$ cat src/rtl/sram_like_arbiter_if.sv
// SRAM-like request/response bus shared by the two pipeline requesters and the downstream port.
// The master drives the request fields; the slave returns addr_ok/data_ok/rdata.
interface sram_like_arbiter_if #(
    parameter int unsigned ADDR_W = 32,
    parameter int unsigned DATA_W = 32
);
    logic              req;
    logic              wr;
    logic [1:0]        size;
    logic [ADDR_W-1:0] addr;
    logic [DATA_W-1:0] wdata;
    logic              addr_ok;
    logic              data_ok;
    logic [DATA_W-1:0] rdata;

    modport master (
        output req, wr, size, addr, wdata,
        input  addr_ok, data_ok, rdata
    );

    modport slave (
        input  req, wr, size, addr, wdata,
        output addr_ok, data_ok, rdata
    );
endinterface

$ cat src/rtl/sram_like_arbiter.sv
// Round-robin arbiter sharing one SRAM-like downstream port between the instruction and data
// requesters, with a single outstanding transaction at a time.
module sram_like_arbiter #(
    parameter int unsigned ADDR_W = 32,
    parameter int unsigned DATA_W = 32
) (
    input  logic               clk,
    input  logic               resetn,
    sram_like_arbiter_if.slave  inst,
    sram_like_arbiter_if.slave  data,
    sram_like_arbiter_if.master m
);

    typedef enum logic [1:0] {StIdle, StReq, StWait, StResp} state_e;
    typedef enum logic {GntInst = 1'b0, GntData = 1'b1} grant_e;

    state_e            state_q, state_d;
    grant_e            grant_q, last_grant_q;
    logic              wr_q;
    logic [1:0]        size_q;
    logic [ADDR_W-1:0] addr_q;
    logic [DATA_W-1:0] wdata_q;
    logic [DATA_W-1:0] inst_rdata_q, data_rdata_q;

    logic any_req;
    logic pick_data;
    logic accept;
    logic resp_take;

    // Data wins a tie unless it was the last one served.
    always_comb begin
        any_req   = inst.req | data.req;
        pick_data = data.req & (~inst.req | (last_grant_q == GntInst));
        accept    = (state_q == StIdle) & any_req;
        resp_take = ((state_q == StReq) & m.addr_ok & m.data_ok) |
                    ((state_q == StWait) & m.data_ok);
    end

    always_ff @(posedge clk or negedge resetn) begin
        if (!resetn) begin
            state_q <= StIdle;
        end else begin
            state_q <= state_d;
        end
    end

    always_comb begin
        state_d = state_q;
        case (state_q)
            StIdle:  if (any_req) state_d = StReq;
            StReq:   if (m.addr_ok) state_d = m.data_ok ? StResp : StWait;
            StWait:  if (m.data_ok) state_d = StResp;
            StResp:  state_d = StIdle;
            default: state_d = StIdle;
        endcase
    end

    // addr_ok is gated by resetn so every output is quiet while reset is held.
    always_comb begin
        inst.addr_ok = resetn & accept & ~pick_data;
        data.addr_ok = resetn & accept & pick_data;
        inst.data_ok = (state_q == StResp) & (grant_q == GntInst);
        data.data_ok = (state_q == StResp) & (grant_q == GntData);
        inst.rdata   = inst_rdata_q;
        data.rdata   = data_rdata_q;
        m.req        = (state_q == StReq);
        m.wr         = wr_q;
        m.size       = size_q;
        m.addr       = addr_q;
        m.wdata      = wdata_q;
    end

    always_ff @(posedge clk or negedge resetn) begin
        if (!resetn) begin
            grant_q      <= GntInst;
            last_grant_q <= GntInst;
            wr_q         <= 1'b0;
            size_q       <= 2'd0;
            addr_q       <= '0;
            wdata_q      <= '0;
        end else if (accept) begin
            grant_q      <= pick_data ? GntData : GntInst;
            last_grant_q <= pick_data ? GntData : GntInst;
            wr_q         <= pick_data ? data.wr : inst.wr;
            size_q       <= pick_data ? data.size : inst.size;
            addr_q       <= pick_data ? data.addr : inst.addr;
            wdata_q      <= pick_data ? data.wdata : inst.wdata;
        end
    end

    // Each requester keeps its last response until its own next one lands.
    always_ff @(posedge clk or negedge resetn) begin
        if (!resetn) begin
            inst_rdata_q <= '0;
            data_rdata_q <= '0;
        end else if (resp_take) begin
            if (grant_q == GntData) begin
                data_rdata_q <= m.rdata;
            end else begin
                inst_rdata_q <= m.rdata;
            end
        end
    end

endmodule

$ cat src/flat_wrapper.sv
// flat-port wrapper written by rule: the top's interface ports become plain ports
module sram_like_arbiter_flat 
#(
    parameter int unsigned ADDR_W = 32,
    parameter int unsigned DATA_W = 32
)
  (clk, resetn, inst_req, inst_wr, inst_size, inst_addr, inst_wdata, inst_addr_ok, inst_data_ok, inst_rdata, data_req, data_wr, data_size, data_addr, data_wdata, data_addr_ok, data_data_ok, data_rdata, m_req, m_wr, m_size, m_addr, m_wdata, m_addr_ok, m_data_ok, m_rdata);
  sram_like_arbiter_if #(.ADDR_W(ADDR_W), .DATA_W(DATA_W)) inst_i ();
  sram_like_arbiter_if #(.ADDR_W(ADDR_W), .DATA_W(DATA_W)) data_i ();
  sram_like_arbiter_if #(.ADDR_W(ADDR_W), .DATA_W(DATA_W)) m_i ();
  input  logic clk;
  input  logic resetn;
  input wire logic [$bits(inst_i.req)-1:0] inst_req;
  input wire logic [$bits(inst_i.wr)-1:0] inst_wr;
  input wire logic [$bits(inst_i.size)-1:0] inst_size;
  input wire logic [$bits(inst_i.addr)-1:0] inst_addr;
  input wire logic [$bits(inst_i.wdata)-1:0] inst_wdata;
  output wire logic [$bits(inst_i.addr_ok)-1:0] inst_addr_ok;
  output wire logic [$bits(inst_i.data_ok)-1:0] inst_data_ok;
  output wire logic [$bits(inst_i.rdata)-1:0] inst_rdata;
  input wire logic [$bits(data_i.req)-1:0] data_req;
  input wire logic [$bits(data_i.wr)-1:0] data_wr;
  input wire logic [$bits(data_i.size)-1:0] data_size;
  input wire logic [$bits(data_i.addr)-1:0] data_addr;
  input wire logic [$bits(data_i.wdata)-1:0] data_wdata;
  output wire logic [$bits(data_i.addr_ok)-1:0] data_addr_ok;
  output wire logic [$bits(data_i.data_ok)-1:0] data_data_ok;
  output wire logic [$bits(data_i.rdata)-1:0] data_rdata;
  output wire logic [$bits(m_i.req)-1:0] m_req;
  output wire logic [$bits(m_i.wr)-1:0] m_wr;
  output wire logic [$bits(m_i.size)-1:0] m_size;
  output wire logic [$bits(m_i.addr)-1:0] m_addr;
  output wire logic [$bits(m_i.wdata)-1:0] m_wdata;
  input wire logic [$bits(m_i.addr_ok)-1:0] m_addr_ok;
  input wire logic [$bits(m_i.data_ok)-1:0] m_data_ok;
  input wire logic [$bits(m_i.rdata)-1:0] m_rdata;
  assign inst_i.req = inst_req;
  assign inst_i.wr = inst_wr;
  assign inst_i.size = inst_size;
  assign inst_i.addr = inst_addr;
  assign inst_i.wdata = inst_wdata;
  assign inst_addr_ok = inst_i.addr_ok;
  assign inst_data_ok = inst_i.data_ok;
  assign inst_rdata = inst_i.rdata;
  assign data_i.req = data_req;
  assign data_i.wr = data_wr;
  assign data_i.size = data_size;
  assign data_i.addr = data_addr;
  assign data_i.wdata = data_wdata;
  assign data_addr_ok = data_i.addr_ok;
  assign data_data_ok = data_i.data_ok;
  assign data_rdata = data_i.rdata;
  assign m_req = m_i.req;
  assign m_wr = m_i.wr;
  assign m_size = m_i.size;
  assign m_addr = m_i.addr;
  assign m_wdata = m_i.wdata;
  assign m_i.addr_ok = m_addr_ok;
  assign m_i.data_ok = m_data_ok;
  assign m_i.rdata = m_rdata;
  sram_like_arbiter #(.ADDR_W(ADDR_W), .DATA_W(DATA_W)) u_core (.clk(clk), .resetn(resetn), .inst(inst_i), .data(data_i), .m(m_i));
endmodule
$ cat config.mk
export PLATFORM = sky130hd
export DESIGN_NAME = sram_like_arbiter_flat
export DESIGN_NICKNAME = d
export VERILOG_FILES = /design/src/rtl/sram_like_arbiter_if.sv /design/src/rtl/sram_like_arbiter.sv /design/src/flat_wrapper.sv
export SDC_FILE = /design/constraint.sdc
export NUM_CORES = 1
export LEC_CHECK = 0
export ABC_CLOCK_PERIOD_IN_PS = 1600
export BUFFER_PORTS_ARGS = -buffer_cell sky130_fd_sc_hd__buf_2
export CORE_ASPECT_RATIO = 0.9
export CORE_MARGIN = 2
export CORE_UTILIZATION = 30
export CTS_BUF_LIST = sky130_fd_sc_hd__clkbuf_4
export CTS_CLUSTER_SIZE = 24
export DETAILED_ROUTE_END_ITERATION = 12
export PLACE_DENSITY_LB_ADDON = 0.08
export SYNTH_ARGS = -nofsm -noshare
export SYNTH_HDL_FRONTEND = slang
export SYNTH_SLANG_ARGS = --single-unit
$ cat constraint.sdc
create_clock -name clk -period 1.6 [get_ports clk]
set_input_delay 0.24 -clock clk [delete_from_list [all_inputs] [get_ports clk]]
set_output_delay 0.24 -clock clk [all_outputs]
set_load 0.05 [all_outputs]
==> results by group, run 1 <==
STA
  • Worst hold slack: 154 ps
  • Slew Limit Fails: 0
  • Worst-margin pin slew: 667 ps
  • Post-Route Skew: 14.1 ps
  • Final Hold Fails: 0
  • RSZ-0062 raised after global routing: yes
  • Finish-stage setup viols: 70
  • Final WS setup: -301 ps
  • Period Utilization, post-route: 119%
  • Slew HR: 55.5%
  • Maximum clock frequency: 526 MHz
  • Min Tclk post-route: about 1900 ps

Worst setup path
  • Reg2reg end: u_core.data.rdata[18]$_DFFE_PN0P_
  • Worst setup SP type: flop
  • R2R depth: 9
  • WP data required: 1360 ps
  • Worst-path fanout max: 4
  • WP data arrival: 1660 ps
  • Crit Path Category: flop to primary output
  • Critical R2R Launch: u_core.state_q[1]$_DFFE_PN0P_
  • CP endpoint kind: primary output
  • Internal reg-to-reg setup slack: -220 ps

Synthesis
  • Yosys Warn Count: 0
  • Post-synthesis register bit count: 134
  • Synth cell types: 26
  • Syn nets: 708
  • Avg Cell Area, Syn: between 10 and 15 sq um
  • Sequential area share after synthesis: 58.2%
  • Cell area after synthesis: 0.00576 sq mm
  • Syn Inst Count: 532

Power and ir drop
  • Static leakage: roughly 5.0 nW
  • P per Cell Area: 2250 mW/mm^2
  • Worst-case vdd ir drop: around 1 mV

Cells and area
  • Area delta synth->final: 78.8%
  • Multi-input logic area: 0.00242 sq mm
  • Fraction of layout cells with a size suffix above 1: 43.8%
  • FILL cells: around 1.6k
  • Storage element area: ~0.0034 sq mm
  • Nets: 1,202
  • Final core utilization: 54.3%

Place
  • Port Buf Inserts: 307
  • Pre-CTS setup slack: -146 ps
  • GPL Wtd Cong: around 0.78
  • Estimated wirelength of the detail-placed design: around 12,000 microns

Drt
  • Via count: 6,001
  • Routed vias/inst: 4.65
  • Wire per inst: 16.3 microns
  • Iter 0 DRT Violations: 221
  • Drt first pass iters: 4
  • # DRC: 0
  • Post-Route WL: 21,100 microns
  • ANT nets after route: 0

Global route
  • Vias in the first global route: 6,487
  • Antenna violations before repair: 2
  • Remaining Overflow, GRT: 0
  • First-pass GRT wire length: 31,800 microns
  • Largest net degree at the start of global routing: 86
  • GRT Total Usage: 20.2%

Clock network
  • CTS clk-pin slew, worst paths: between 100 and 150 ps
  • Clock Tree Root: clkbuf_4
  • H-tree depth: 4
  • Clk Latency, worst-skew pair: 530 ps
  • Number of buffers on the longest clock path: 2
  • CTS tree: done
  • Clock sink count: 134
  • Total CTS buffers: 17

Worst hold path
  • Sink of the worst hold path: u_core.state_q[0]$_DFFE_PN0P_
  • Hold path depth: 4
  • Hold_sp: m_addr_ok
  • Hold Crit Class: input pin to flop

Floorplan
  • Overall die height: approximately 140 microns
  • Full die area: 0.0203 sq mm
  • Initial core utilization: 30.3%
  • Ports: 308
  • Area of the core: roughly 0.019 sq mm
  • Rows: 48
  • Die W: 150 microns

Outcome
  • Outcome: finished, violations left
  • Failing checks: negative setup slack

Job
  • Max-Cap Viols: 0
==> through the flow <==
stage / cell area, sq um / setup TNS (ps) / power (W) / std cells
floorplan: 5790 / -6780 / 0.0154 / 532
global placement: 7630 / -2160 / 0.0182 / 1067
detailed placement: 7630 / -4830 / 0.0184 / 1067
CTS: 10200 / -12240 / 0.0228 / 1288
global route: 10300 / -16880 / 0.0243 / 1290
finish: 10300 / -11170 / 0.0231 / 1290
==> critical path, stage by stage, from the launching register on <==
cell	delay, ps
dfrtp_1	430
inv_2	90
ha_4	150
o21a_4	120
and3_4	190
buf_12	140
==> how the worst max path moves through the flow <==
stage / slack (ps) / to / from / depth (start not counted)
after floorplan: -170 / u_core.inst.rdata[10]$_DFFE_PN0P_ / u_core.state_q[1]$_DFFE_PN0P_ / 6
after global placement: -90 / u_core.inst.rdata[18]$_DFFE_PN0P_ / u_core.state_q[0]$_DFFE_PN0P_ / 6
after detailed placement: -150 / u_core.inst.rdata[22]$_DFFE_PN0P_ / u_core.state_q[0]$_DFFE_PN0P_ / 6
after CTS: -360 / inst_addr_ok / u_core.state_q[1]$_DFFE_PN0P_ / 5
after global routing: -440 / data_addr_ok / u_core.state_q[1]$_DFFE_PN0P_ / 5
final: -300 / inst_addr_ok / u_core.state_q[1]$_DFFE_PN0P_ / 5
==> cells in the final DEF (no fill, tap or decap), types with 2 or more instances in the layout <==
cell / instances
mux2_2: 8
ha_4: 4
dfrtp_1: 133
diode_2: 2
buf_6: 9
nand2_1: 135
buf_2: 301
buf_4: 13
clkbuf_16: 2
clkinv_4: 2
buf_16: 4
bufinv_16: 6
dlygate4sd3_1: 169
a31oi_1: 68
nor2_1: 70
mux2_4: 57
buf_8: 3
buf_12: 11
clkbuf_4: 17
inv_2: 2
and3_4: 2
inv_6: 5
==> state kept, by name (all words and copies together) (netlist names) <==
name / count
u_core.data.rdata: 32
u_core.grant_q: 1
u_core.inst.rdata: 32
u_core.m.addr: 32
u_core.m.size: 2
u_core.m.wdata: 32
u_core.m.wr: 1
u_core.state_q: 2
==> repair_timing <==
item / in CTS / in global routing
endpoints found under the setup margin: 70 / 124
hold buffers: 169 / 0
gates cloned: 5 / 2
buffers inserted: 17 / 1
hold endpoints to repair: 266 / 0
resized for setup: 61 / 32
pin swaps: 2 / 2
==> cell usage after synthesis <==
cell | count | area [sq um]
a21boi_2 | 1 | 11.3
and2_1 | 1 | 6.26
nor2_1 | 70 | 263
buf_6 | 7 | 78.8
buf_4 | 8 | 60.1
nor3b_4 | 1 | 18.8
mux2_2 | 48 | 541
nor2b_1 | 2 | 12.5
o2bb2ai_1 | 1 | 8.76
a21oi_1 | 1 | 5.00
a211oi_1 | 1 | 7.51
nand2_1 | 135 | 507
ha_1 | 4 | 50.1
and3_1 | 2 | 12.5
dfrtp_1 | 134 | 3350
mux2_4 | 10 | 150
inv_1 | 3 | 11.3
a21oi_2 | 1 | 8.76
a221oi_1 | 1 | 8.76
a21bo_1 | 1 | 10.0
a31oi_1 | 68 | 425
mux2_1 | 7 | 78.8
o21a_1 | 1 | 7.51
nand2b_1 | 1 | 6.26
nor2_2 | 1 | 6.26
buf_2 | 22 | 110
==> area by class of cell <==
| cell class | instances | share of cell area (%) |
|---|---|---|
| Sequential cell | 134 | 32.6 |
| Inverter | 3 | 0.109 |
| Antenna cell | 2 | 0.0486 |
| Clock inverter | 14 | 2.38 |
| Clock buffer | 17 | 1.24 |
| Multi-Input combinational cell | 358 | 23.5 |
| Tap cell | 250 | 3.04 |
| Timing Repair Buffer | 512 | 37.1 |
==> layer usage <==
metal	wire (microns)	global-route usage, %
met1	8620	23.2
met2	10400	34.7
met3	1390	6.20
met4	670	8.86
met5	0	0
==> where the power goes <==
group          internal [W]  switching, W
clock network       0.00157       0.00137
logic               0.00467       0.00949
registers           0.00512      0.000933
total                0.0114        0.0118
==> kinds of logic (layout without fill, tap and decap cells) <==
| kind of cell | count (synthesis) | in the layout | synth area share [%] |
|---|---|---|---|
| flops | 134 | 134 | 58.2 |
| buf+inv | 40 | 546 | 4.52 |
| simple gates | 213 | 213 | 14.5 |
| other cells | 0 | 2 | 0 |
| mux | 65 | 65 | 13.4 |
| fa+ha+maj | 4 | 4 | 0.869 |
| compound gates | 76 | 76 | 8.56 |
Power figures use the tool's default switching activity.
==> run 2, diff against run 1 <==
ABC_AREA = 1   (was not set)
==> results by group, run 2 <==
Power and ir drop
  • Static leakage: 5.87 nW (+19%)
  • Worst-case vdd ir drop: 1.02 mV (+4.3%)
  • P per Cell Area: 1990 mW/mm^2 (-11%)

Floorplan
  • Area of the core: 0.0217 sq mm (+14%)
  • Die W: 161 microns (+7.4%)
  • Rows: 51 (+6.3%)
  • Ports: 308 (unchanged)
  • Initial core utilization: 30.7% (+0.37 points)
  • Full die area: 0.0234 sq mm (+15%)
  • Overall die height: 145 microns (+7.4%)

Synthesis
  • Synth area leaders: dfrtp_1 (50%), nand2_1 (19%), nand3b_1 (7.5%), nand4_1 (6.1%), nand3_1 (5.4%)
  • Top_reg_cell synth: dfrtp_1
  • Fraction of registers with async set/reset: 100% (unchanged)
  • Number of enable flip-flop cells after synthesis: 0 (unchanged)
  • Syn Inst Count: 840 (+58%)
  • Cell area after synthesis: 0.00666 sq mm (+16%)
  • Sequential area share after synthesis: 50.3% (-7.9 points)
  • Avg Cell Area, Syn: 7.93 sq um (-27%)
  • Synth top cells by count: nand2_1 (344), dfrtp_1 (134), inv_1 (79)
  • Synth top area share: 50.3% (-7.9 points)
  • Syn nets: 1,016 (+44%)
  • Most common cell in the synthesized netlist: nand2_1
  • Post-synth top area cell: dfrtp_1
  • Post-synthesis register bit count: 134 (unchanged)
  • Synth cell types: 19 (-27%)
  • Yosys Warn Count: 0 (unchanged)

Clock network
  • Clock sink count: 134 (unchanged)
  • CTS clk-pin slew, worst paths: 120 ps (about the same)
  • CTS tree: done
  • Clk Latency, worst-skew pair: 530 ps (about the same)
  • Number of buffers on the longest clock path: 2 (unchanged)
  • Total CTS buffers: 17 (unchanged)
  • Clock Tree Root: clkbuf_4
  • H-tree depth: 4 (unchanged)

Worst setup path
  • Worst setup SP type: flop
  • WP data arrival: 1630 ps (-30 ps)
  • Crit Path Category: flop to primary output
  • WP data required: 1360 ps (about the same)
  • Worst-path fanout max: 2 (-2)
  • CP endpoint kind: primary output

STA
  • Maximum clock frequency: 535 MHz (+1.6%)
  • RSZ-0062 raised after global routing: yes
  • Period Utilization, post-route: 117% (-1.9 points)
  • Slew Limit Fails: 0 (unchanged)
  • Post-Route Skew: 18.9 ps (+4.87 ps)
  • Finish-stage setup viols: 5 (-93%)
  • Min Tclk post-route: 1870 ps (-30.2 ps)
  • Final Hold Fails: 0 (unchanged)
  • Slew HR: 43.4% (-12 points)
  • Final WS setup: -271 ps (+30.3 ps)
  • Worst-margin pin slew: 849 ps (+182 ps)

Global route
  • Antenna violations before repair: 3 (+1)
  • Remaining Overflow, GRT: 0 (unchanged)
  • GRT Total Usage: 20.3% (+0.092 points)
  • Largest net degree at the start of global routing: 135 (+57%)
  • First-pass GRT wire length: 38,400 microns (+21%)
  • Vias in the first global route: 7,592 (+17%)

Worst hold path
  • Hold Crit Class: input pin to flop

Cells and area
  • Nets: 1,468 (+22%)
  • Most common cell after layout, fill and taps aside: nand2_1
  • Fraction of layout cells with a size suffix above 1: 29.5% (-14 points)
  • Area delta synth->final: 58.8%
  • Most frequent cells in the layout: nand2_1 (342), buf_2 (301), dlygate4sd3_1 (161), dfrtp_1 (134), inv_1 (75)
  • Final core utilization: 48.8% (-5.5 points)
  • Finished Cell Area: 0.0106 sq mm (+2.8%)

Place
  • Port Buf Inserts: 307 (unchanged)
  • GPL Wtd Cong: 0.777 (-0.19%)
  • Pre-CTS setup slack: 91.7 ps (+237 ps)
  • Estimated wirelength of the detail-placed design: 14,600 microns (+18%)
  • Area after DPL: 0.00859 sq mm (+13%)

Outcome
  • Outcome: finished, violations left
  • Failing checks: negative setup slack

Drt
  • Wire per inst: 14.7 microns (-10%)
  • Iter 0 DRT Violations: 421 (+90%)
  • Routed vias/inst: 4.50 (-3.4%)
  • Via count: 7,189 (+20%)
  • # DRC: 0 (unchanged)
  • Post-Route WL: 23,400 microns (+11%)
  • ANT nets after route: 0 (unchanged)
  • Drt first pass iters: 4 (unchanged)

Job
  • Max-Cap Viols: 0 (unchanged)
==> run 2: kinds of logic after synthesis <==
kind of cell | after synthesis | share of synthesized area, %
buf+inv | 144 | 9.46
compound gates | 1 | 0.0750
flops | 134 | 50.3
simple gates | 557 | 39.4
fa+ha+maj | 4 | 0.751
==> run 2: cell type report <==
class | instances | area [sq um]
antenna | 3 | 7.51
clock buffer | 18 | 135
clock inverter | 14 | 126
fill | 2166 | 11100
inverter | 81 | 312
multi-input combinational | 562 | 2750
sequential | 134 | 3350
tap | 291 | 364
timing repair buffer | 496 | 3540
==> run 2: power by group <==
part / internal (W) / total, W / switching, W
registers: 0.00500 / 0.00583 / 0.000826
logic: 0.00335 / 0.0131 / 0.00977
clock network: 0.000796 / 0.00215 / 0.00135
==> run 2: metal layers <==
layer,track usage [%],vias to the layer above,wire (microns)
met5,0,-,0
met4,7.23,0,679
met3,5.41,42,1490
met2,33.2,263,10800
met1,25.8,3292,10400
li1,-,3592,-
==> run 2: repair_timing <==
item / 4_1_cts / 5_1_grt
setup endpoints to repair: 5 / 20
resized for setup: 17 / 3
hold endpoints to repair: 265 / 0
hold buffers: 161 / 0
setup buffers: 6 / 0
pin swaps: 3 / 1
==> run 2: path summary, 6_finish.rpt <==
| kind | from | end | slack, ps | cells after the start |
|---|---|---|---|---|
| max in group asynchronous | resetn | u_core.m.wr$_DFFE_PN0P_ | 520 | 3 |
| hold reg to reg | u_core.data.rdata[29]$_DFFE_PN0P_ | u_core.data.rdata[29]$_DFFE_PN0P_ | 480 | 2 |
| setup reg to reg | u_core.state_q[1]$_DFFE_PN0P_ | u_core.inst.rdata[29]$_DFFE_PN0P_ | 130 | 9 |
| hold / removal | data_addr[14] | u_core.m.addr[14]$_DFFE_PN0P_ | 60 | 4 |
| min in group asynchronous | resetn | u_core.grant_q$_DFFE_PN0P_ | 360 | 3 |
| setup / recovery | u_core.state_q[1]$_DFFE_PN0P_ | inst_addr_ok | -270 | 7 |
==> run 2: critical path, stage by stage (launching register included) <==
cell     delay (ps)
dfrtp_1         410
inv_2            80
ha_4            150
inv_4            50
nor2_8          110
inv_4            40
nor3_4          110
buf_6           180
==> run 2: metrics by stage <==
| stage | hold slack [ps] | instances | total power, W | setup TNS [ps] |
|---|---|---|---|---|
| 6_report | 57.8 | 1599 | 0.0211 | -934 |
| 5_1_grt | 1.51 | 1599 | 0.0225 | -1620 |
| 4_1_cts | 2.75 | 1596 | 0.0213 | -1330 |
| 3_5_place_dp | 445 | 1397 | 0.0186 | 0 |
| 3_3_place_gp | 440 | 1397 | 0.0185 | 0 |
| 2_1_floorplan | -55.6 | 840 | 0.0151 | -114 |
==> run 3, diff against run 2 <==
BUFFER_PORTS_ARGS = not set   (was -buffer_cell sky130_fd_sc_hd__buf_2)
DONT_BUFFER_PORTS = 1   (was not set)
RECOVER_POWER = 50   (was not set)
==> results by group, run 3 (same netlist as run 2, synthesis figures left out) <==
Outcome
  • Outcome: finished, violations left
  • Failing checks: negative hold slack, negative setup slack

Global route
  • Vias in the first global route: 6,358 (-16%)
  • Remaining Overflow, GRT: 0 (unchanged)
  • Largest net degree at the start of global routing: 136 (+0.74%)
  • First-pass GRT wire length: 34,500 microns (-10%)
  • GRT Total Usage: 18.4% (-1.9 points)
  • Antenna violations before repair: 1 (-2)

Clock network
  • CTS tree: done
  • H-tree depth: 4 (unchanged)
  • CTS clk-pin slew, worst paths: 140 ps (+20 ps)
  • Clock sink count: 134 (unchanged)
  • Clk Latency, worst-skew pair: 530 ps (about the same)
  • Clock Tree Root: clkbuf_4
  • Total CTS buffers: 17 (unchanged)
  • Number of buffers on the longest clock path: 2 (unchanged)

Worst setup path
  • Slowest Stage Delay on Critical Path: 420 ps (about the same)
  • Worst setup SP type: flop
  • WP data arrival: 1700 ps (+70 ps)
  • Crit path top cell by count: inv_4
  • Worst-path fanout max: 2 (unchanged)
  • Critical path's top delay family: flip-flops
  • CP cell instances: inv_2 > ha_4 > inv_4 > nor2_8 > inv_4 > nor3_4 > buf_12
  • CP endpoint kind: primary output
  • WP data required: 1360 ps (about the same)
  • Worst-path cell with the longest stage delay: dfrtp_1
  • Crit Path Category: flop to primary output
  • CP bufs+invs: 4 (unchanged)

Job
  • Max-Cap Viols: 0 (unchanged)

Place
  • Port Buf Inserts: 0 (-100%)
  • Pre-CTS setup slack: 59.5 ps (-32.2 ps)
  • GPL Wtd Cong: 0.795 (+2.3%)
  • Area after DPL: 0.00697 sq mm (-19%)
  • Estimated wirelength of the detail-placed design: 13,500 microns (-7.7%)

Cells and area
  • Nets: 1,179 (-20%)
  • Most frequent cells in the layout: nand2_1 (341), dlygate4sd3_1 (172), dfrtp_1 (134), inv_1 (72), nand3_1 (70)
  • Area delta synth->final: 38.6%
  • Most common cell after layout, fill and taps aside: nand2_1
  • Finished Cell Area: 0.00924 sq mm (-13%)
  • Fraction of layout cells with a size suffix above 1: 9.06% (-20 points)

STA
  • Final Hold Fails: 134 (+134)
  • Fin Setup TNS: -1270 ps (-333 ps)
  • Post-Route Skew: 22.1 ps (+3.19 ps)
  • Slew Limit Fails: 0 (unchanged)
  • Worst-margin pin slew: 546 ps (-303 ps)
  • Min Tclk post-route: 1940 ps (+73.3 ps)
  • Slew HR: 63.6% (+20 points)
  • Final WS setup: -344 ps (-73.3 ps)
  • Finish-stage setup viols: 7 (+2)
  • Period Utilization, post-route: 121% (+4.6 points)
  • Maximum clock frequency: 514 MHz (-3.8%)
  • Worst hold slack: -609 ps (-666 ps)
  • RSZ-0062 raised after global routing: yes

Floorplan
  • Area of the core: 0.0217 sq mm (unchanged)
  • Overall die height: 145 microns (unchanged)
  • Ports: 308 (unchanged)
  • Rows: 51 (unchanged)
  • Die W: 161 microns (unchanged)
  • Initial core utilization: 30.7% (unchanged)
  • Full die area: 0.0234 sq mm (unchanged)

Drt
  • Routed vias/inst: 4.83 (+7.4%)
  • Post-Route WL: 22,400 microns (-4.4%)
  • ANT nets after route: 0 (unchanged)
  • Wire per inst: 17.1 microns (+17%)
  • Via count: 6,320 (-12%)
  • Drt first pass iters: 5 (+1)
  • # DRC: 0 (unchanged)
  • Iter 0 DRT Violations: 431 (+2.4%)

Power and ir drop
  • Total chip power: 0.0197 W (-6.9%)
  • Static leakage: 4.67 nW (-20%)
  • Worst-case vdd ir drop: 0.949 mV (-7.2%)
  • P per Cell Area: 2130 mW/mm^2 (+6.8%)

Worst hold path
  • Hold Crit Class: input pin to async pin
run 3: worst paths after layout:
check,slack [ps],cells after the start,end,start
max in group asynchronous,1870,0,u_core.inst.rdata[31]$_DFFE_PN0P_,resetn
setup reg to reg,-20,10,u_core.inst.rdata[26]$_DFFE_PN0P_,u_core.state_q[0]$_DFFE_PN0P_
min in group clk,90,3,u_core.inst.rdata[6]$_DFFE_PN0P_,m_data_ok
hold reg to reg,740,4,u_core.state_q[1]$_DFFE_PN0P_,u_core.state_q[1]$_DFFE_PN0P_
setup / recovery,-340,7,inst_addr_ok,u_core.state_q[0]$_DFFE_PN0P_
hold / removal,-610,0,u_core.m.wdata[15]$_DFFE_PN0P_,resetn
run 3: final cells by class:
cell class,count,area (sq um)
fillers,2124,12500
flip-flops and latches,134,3350
multi-input cells,562,2770
repair buffers,207,2170
well taps,291,364
inverters,81,312
clock inverters,15,130
clock buffers,17,128
diodes,2,5.00
run 3: what timing repair did:
item,in CTS,in global routing
setup endpoints to repair,5,59
gates resized for setup,11,28
hold buffers,173,1
pin swaps,5,3
gates cloned,0,3
hold endpoints to repair,268,137
setup buffers,8,3
run 3: worst reg2reg max path, stage by stage, from the launching register on:
cell and delay (ps):
dfrtp_1 420, inv_2 90, buf_4 110, buf_4 100
ha_2 170, inv_2 40, nand2_4 100, nand3_4 150
clkbuf_16 200, nand2_1 60, nand2_1 60
run 3: metal layers:
metal | vias up | part of all wire [%] | track usage (%) | wire length [microns]
met2 | 312 | 48 | 30.1 | 10700
met3 | 39 | 8.8 | 6.73 | 1970
li1 | 3010 | - | - | -
met1 | 2959 | 41 | 22.6 | 9180
met4 | 0 | 2.4 | 5.63 | 536
met5 | - | 0 | 0 | 0
run 3: stage by stage:
| step | instances | utilization, % |
|---|---|---|
| after detailed placement | 1088 | 32.1 |
| after global routing | 1309 | 42.6 |
| after global placement | 1088 | 32.1 |
| after CTS | 1300 | 41.8 |
| after floorplan | 840 | - |
| final | 1309 | 42.6 |
run 3: report_power, final:
part / total (W) / switching [W] / internal, W
Clock: 0.00213 / 0.00146 / 0.000671
Combinational: 0.00568 / 0.00342 / 0.00226
Sequential: 0.0118 / 0.00695 / 0.00490
